File: src/rtl/ps2_key_tracker.sv
// Scan-code tracker: pops bytes from the PS/2 receiver FIFO, decodes E0/F0
// prefixed sequences and reports the held key, a press pulse and a wrapping press count.
module ps2_key_tracker #(
   parameter int COUNT_MAX = 99,
   parameter int CNT_W     = 8
) (
   input  logic             i_clk,
   input  logic             i_clr_n,
   input  logic [7:0]       i_ps2_data,
   input  logic             i_ps2_ready,
   output logic             o_nextdata_n,
   output logic [7:0]       o_key_code,
   output logic             o_key_ext,
   output logic             o_key_valid,
   output logic             o_key_pressed,
   output logic [CNT_W-1:0] o_press_count
);

   // Handshake: a byte is consumed on an edge where i_ps2_ready=1 and no pop is
   // outstanding; o_nextdata_n is then low for exactly the following cycle.
   typedef enum logic {
      S_IDLE = 1'b0,
      S_HELD = 1'b1
   } state_t;

   localparam logic [7:0] BYTE_EXT = 8'hE0;
   localparam logic [7:0] BYTE_BRK = 8'hF0;

   state_t           state_q, state_d;
   logic             pend_ext_q, pend_ext_d;
   logic             pend_brk_q, pend_brk_d;
   logic             wait_q, wait_d;
   logic             nextdata_n_q, nextdata_n_d;
   logic [7:0]       key_code_q, key_code_d;
   logic             key_ext_q, key_ext_d;
   logic             pressed_q, pressed_d;
   logic [CNT_W-1:0] count_q, count_d;

   logic             capture;
   logic             same_key;

   assign capture  = i_ps2_ready && !wait_q;
   // Compared only while a key is held, so a make after release always counts.
   assign same_key = (state_q == S_HELD) &&
                     ({pend_ext_q, i_ps2_data} == {key_ext_q, key_code_q});

   always_comb begin
      state_d      = state_q;
      pend_ext_d   = pend_ext_q;
      pend_brk_d   = pend_brk_q;
      wait_d       = 1'b0;
      nextdata_n_d = 1'b1;
      key_code_d   = key_code_q;
      key_ext_d    = key_ext_q;
      pressed_d    = 1'b0;
      count_d      = count_q;

      if (capture) begin
         wait_d       = 1'b1;
         nextdata_n_d = 1'b0;
         if (i_ps2_data == BYTE_EXT) begin
            pend_ext_d = 1'b1;
         end else if (i_ps2_data == BYTE_BRK) begin
            pend_brk_d = 1'b1;
         end else begin
            pend_ext_d = 1'b0;
            pend_brk_d = 1'b0;
            if (pend_brk_q) begin
               if (same_key) begin
                  state_d = S_IDLE;
               end
            end else if (!same_key) begin
               state_d    = S_HELD;
               key_code_d = i_ps2_data;
               key_ext_d  = pend_ext_q;
               pressed_d  = 1'b1;
               if (count_q == CNT_W'(COUNT_MAX)) begin
                  count_d = '0;
               end else begin
                  count_d = count_q + CNT_W'(1);
               end
            end
         end
      end
   end

   always_ff @(posedge i_clk) begin
      if (!i_clr_n) begin
         state_q      <= S_IDLE;
         pend_ext_q   <= 1'b0;
         pend_brk_q   <= 1'b0;
         wait_q       <= 1'b0;
         nextdata_n_q <= 1'b1;
         key_code_q   <= 8'h00;
         key_ext_q    <= 1'b0;
         pressed_q    <= 1'b0;
         count_q      <= '0;
      end else begin
         state_q      <= state_d;
         pend_ext_q   <= pend_ext_d;
         pend_brk_q   <= pend_brk_d;
         wait_q       <= wait_d;
         nextdata_n_q <= nextdata_n_d;
         key_code_q   <= key_code_d;
         key_ext_q    <= key_ext_d;
         pressed_q    <= pressed_d;
         count_q      <= count_d;
      end
   end

   assign o_nextdata_n  = nextdata_n_q;
   assign o_key_code    = key_code_q;
   assign o_key_ext     = key_ext_q;
   assign o_key_valid   = (state_q == S_HELD);
   assign o_key_pressed = pressed_q;
   assign o_press_count = count_q;

endmodule
File: config.mk
export PLATFORM = sky130hd
export DESIGN_NAME = ps2_key_tracker
export DESIGN_NICKNAME = d
export VERILOG_FILES = /design/src/rtl/ps2_key_tracker.sv
export SDC_FILE = /design/constraint.sdc
export NUM_CORES = 1
export LEC_CHECK = 0
export ABC_AREA = 1
export BUFFER_PORTS_ARGS = -buffer_cell sky130_fd_sc_hd__buf_4
export CAP_MARGIN = 20
export CORE_MARGIN = 2
export CORE_UTILIZATION = 53
export CTS_CLUSTER_SIZE = 30
export DETAILED_ROUTE_END_ITERATION = 8
export PLACE_DENSITY = 0.83
export SYNTH_ARGS = -nofsm -noshare
export SYNTH_HDL_FRONTEND = slang
export SYNTH_SLANG_ARGS = --single-unit
File: constraint.sdc
create_clock -name i_clk -period 2.2 [get_ports i_clk]
set_input_delay 0.22 -clock i_clk [delete_from_list [all_inputs] [get_ports i_clk]]
set_output_delay 0.22 -clock i_clk [all_outputs]
set_load 0.02 [all_outputs]
Word-level counts from Yosys, hierarchy flattened
Index checks and enable logic that the tools add are counted.

Add/subtract/negate cells: 1. Multiplexer cells: 10. Eq/ne operators: 7. Reduce and logical (&&, ||, !) cells: 8. Bitwise operators: 6.

Operators by type and width (number): 8-bit == test (second input constant) (2); 5-bit AND reduction (2); 9-bit == test (1); 1-bit two-way mux (9); 8-bit by 1-bit adder with 8-bit output (second input constant) (1); 8-bit by 7-bit == test with 1-bit output (second input constant) (1); 8-bit two-way mux (1); 1-bit inverter (6); 5-bit OR reduction (1); 2-bit != test (second input constant) (2); 2-bit AND reduction (2); 1-bit logical AND (2); 2-bit by 1-bit != test with 1-bit output (second input constant) (1); 1-bit zero test (1).

Word-level logic and storage cells: 41. Input port bits: 11. Register bits: 23. Output and inout bits: 20.

Logic depth before layout (Yosys ltp)
Depth in word-level cells: 4. Gate-level depth with buffers: 14. Gate-level depth less buffers: 14.

Least setup slack after synthesis
Ideal clock, no wire load.

Path type: register -> register. From: reg key_ext_q, in the netlist o_key_ext. To: reg count_q[1], in the netlist o_press_count[1]. Arrival: 1.664 ns. Buffers on the path: 1. Cell stages (with the launch flop): 14. Setup slack: 0.423 ns. Data required time: 2.087 ns. Period minus slack after synthesis: 1.777 ns. Cells stage by stage: dfxtp_1 inv_1 o22ai_1 nor2_1 nand3_1 nor2_1 inv_1 ha_1 inv_1 nor2_4 nand2_4 buf_12 o21ai_1 nor2_1.

Longest elaborated chain between the ends: 4.

RTL lines: from (decl) (line 35) `logic key_ext_q, key_ext_d;`; from (signal assigned) (line 105) `key_ext_q <= key_ext_d;`; 9-bit == test (line 45) `({pend_ext_q, i_ps2_data} == {key_ext_q, key_code_q});`; 1-bit logical AND (line 44) `assign same_key = (state_q == S_HELD) &&`; 1-bit inverter (no line); 5-bit AND reduction (no line); to (signal assigned) (line 107) `count_q <= count_d;`; to (decl) (line 37) `logic [CNT_W-1:0] count_q, count_d;`.

No other way between the ends. A chain may end at the register's enable or synchronous reset.

Worst setup path in the final report
From: reg key_code_q[4], in the netlist o_key_code[4]. To: reg key_ext_q, in the netlist o_key_ext.

Longest elaborated chain between the ends: 4.

RTL lines: from (decl) (line 34) `logic [7:0] key_code_q, key_code_d;`; from (signal assigned) (line 104) `key_code_q <= key_code_d;`; 9-bit == test (line 45); 1-bit logical AND (line 44); 1-bit inverter (no line); 5-bit AND reduction (no line).

No other way between the ends.

==> out/qor.yml <==
drive_gt1_frac: 0.333
h-tree-depth: 1
antenna_cells: 0
synth_top_cells_by_area: "dfxtp_1, nand2_1, nor2_1"
worst-endpoint-arrival_ns: 2.13
avgSynthCellArea_um2: 7.09
worst_pin_slew_ns: 0.318
netlist.area_leader.share: 0.332
num_vias: 1274
drtIter0Drc: 13
setup_tns_ns: 0
critical_path_class: "reg -> reg"
io_buffers: 30
synth_cell_type_count: 27
worst_clock_skew_ns: 0.00681
slowest_delay_ns: 0.36
die_w_um: 55.2
leakagePower_nw: 0.774
ctsHoldBuffers: 0
clkSinkCount: 23
synthFlopType: "dfxtp_1"
dp_hpwl_um: 2240
dp_slack_ns: 0.297
crit_family: "simple AND/OR/NAND/NOR gates"
async_flop_share: 0
via_per_inst: 4.94
powerDensity_nw_per_um2: 538
crit_buf_inv: 2
utilization: 0.665
cp_cell_sequence: "or2_2, nand4_1, nor2_1, inv_1, ha_1, inv_1, nor2_4, nand2_4, o21ai_0, nor2_1"
grt_max_degree: 18
fin_crit_sh: 0.872
syn-cell-area_um2: 1390
slew_viol_final: 0
cts_buffers: 3
ys_seq_area_frac: 0.332
dp_cells: 254
cp-end-kind: "register"
rows: 18
rsz0062_at_grt: "false"
cp_max_fo: 17
irDropWorstVdd_v: 0.000352
synth_common_cells: "nand2_1, nor2_1, inv_1"
wl_per_cell_um: 11.1
fin_ws_ns: 0.282
synth_area_leader_cell: "dfxtp_1"
required_ns: 2.41
grt_first_pass_wirelength_um: 4650
core_um2: 2480
synth_seq_cells: 23
final_nets: 242
max_freq_mhz: 521
synth_warnings: 0
clk_latency_ns: 0.31
start_util: 0.561
clockBufferDepth: 2
drc: 0
outcome: "finished, final reports clean"
fin_crit_ns: 1.92
drv_cap: 0
antenna_found_initial: 0
yosys.cell_count.top_type: "nand2_1"
root_buffer: "clkbuf_4"
globalRoute.totalOverflow: 0
cp-start-kind: "register"
area_delta_synth_final_pct: 18.6
cts-resized-gates: 0
grt_usage: 0.214
cp_slowest_cell: "dfxtp_1"
io_pins: 31
syn_nets: 209
fp.dieH_um: 55.2
postCtsSetupBuffers: 0
wirelength_um: 2850
setup_viol: 0
cts_tree: "done"
synth_cells: 196
clkTransAtPathRegs_ns: 0.13
drt-pass1-iter-count: 4
gp_congestion: 0.828
p_total_mw: 0.885
fin_cells: 258
finalHoldViolCount: 0
slew_headroom: 0.788
detail-route-antenna-nets: 0
min-delay-path-class: "in -> reg"
fill_cells: 234
design.die.area_um2: 3050
synth_edf_count: 0
grt_pass1_vias: 1079
[cell families (layout without fill, tap and decap cells)]
kind of cell	after synthesis	count (layout)	synth area share
xor+xnor	3	3	0.0189
compound gates	29	29	0.124
simple gates	108	108	0.402
fa+ha+maj	2	2	0.0180
buf+inv	31	63	0.105
flops	23	23	0.332
[stage by stage]
stage | hold slack, ns | area [um2]
6_report | 0.177 | 1650
4_1_cts | 0.173 | 1650
5_1_grt | 0.187 | 1650
3_5_place_dp | 0.484 | 1620
2_1_floorplan | 0.356 | 1390
3_3_place_gp | 0.477 | 1620
[final timing paths]
path,cells after the start,start,slack [ns],end
max,10,o_key_code[4]$_SDFFE_PN0P_,0.28,o_key_ext$_SDFFE_PN0P_
min,3,i_ps2_data[3],0.18,o_key_code[3]$_SDFFE_PN0P_
max reg2reg,10,o_key_code[4]$_SDFFE_PN0P_,0.28,o_key_ext$_SDFFE_PN0P_
min reg2reg,2,pend_ext_q$_SDFFE_PN0P_,0.51,pend_ext_q$_SDFFE_PN0P_
[registers in the layout (all words and copies together), names as in the netlist]
signal	cells
o_key_code	8
o_key_ext	1
o_key_pressed	1
o_key_valid	1
o_nextdata_n	1
o_press_count	8
pend_brk_q	1
pend_ext_q	1
wait_q	1
[metal layers]
layer,GRT usage,share of wire,vias up
met2,0.351,0.48,26
met5,0,0,-
li1,-,-,673
met3,0.0403,0.047,4
met1,0.286,0.46,571
met4,0.0610,0.012,0
[worst register-to-register path: stages, from the launching register on]
cell and delay, ns:
dfxtp_1 0.36, or2_2 0.31, nand4_1 0.09, nor2_1 0.06
inv_1 0.05, ha_1 0.21, inv_1 0.09, nor2_4 0.17
nand2_4 0.17, o21ai_0 0.26, nor2_1 0.06
[cell usage in the layout, fill, tap and decap left out, types with 4 or more instances in the layout]
cell	n
nor2_1	30
nand2_4	4
nor2_4	5
inv_1	25
nand3_1	8
nor2_2	15
nand2_2	9
nand2_1	32
o21ai_1	6
o21ai_0	8
buf_4	31
a21oi_2	4
dfxtp_1	23
a21oi_1	5
[where the power goes]
group | total [mW] | switching [mW] | leakage (nW) | internal, mW
registers | 0.468 | 0.0256 | 0.189 | 0.442
logic | 0.218 | 0.129 | 0.570 | 0.0896
clock network | 0.199 | 0.128 | 0.0150 | 0.0708
[area by class of cell]
type	count	area, um2	area share
multi-input combinational	142	782	0.475
sequential	23	460	0.280
timing repair buffer	31	233	0.141
inverter	28	108	0.0653
tap	30	37.5	0.0228
clock buffer	4	26.3	0.0160
No activity file was read; power rests on OpenSTA's default activity.
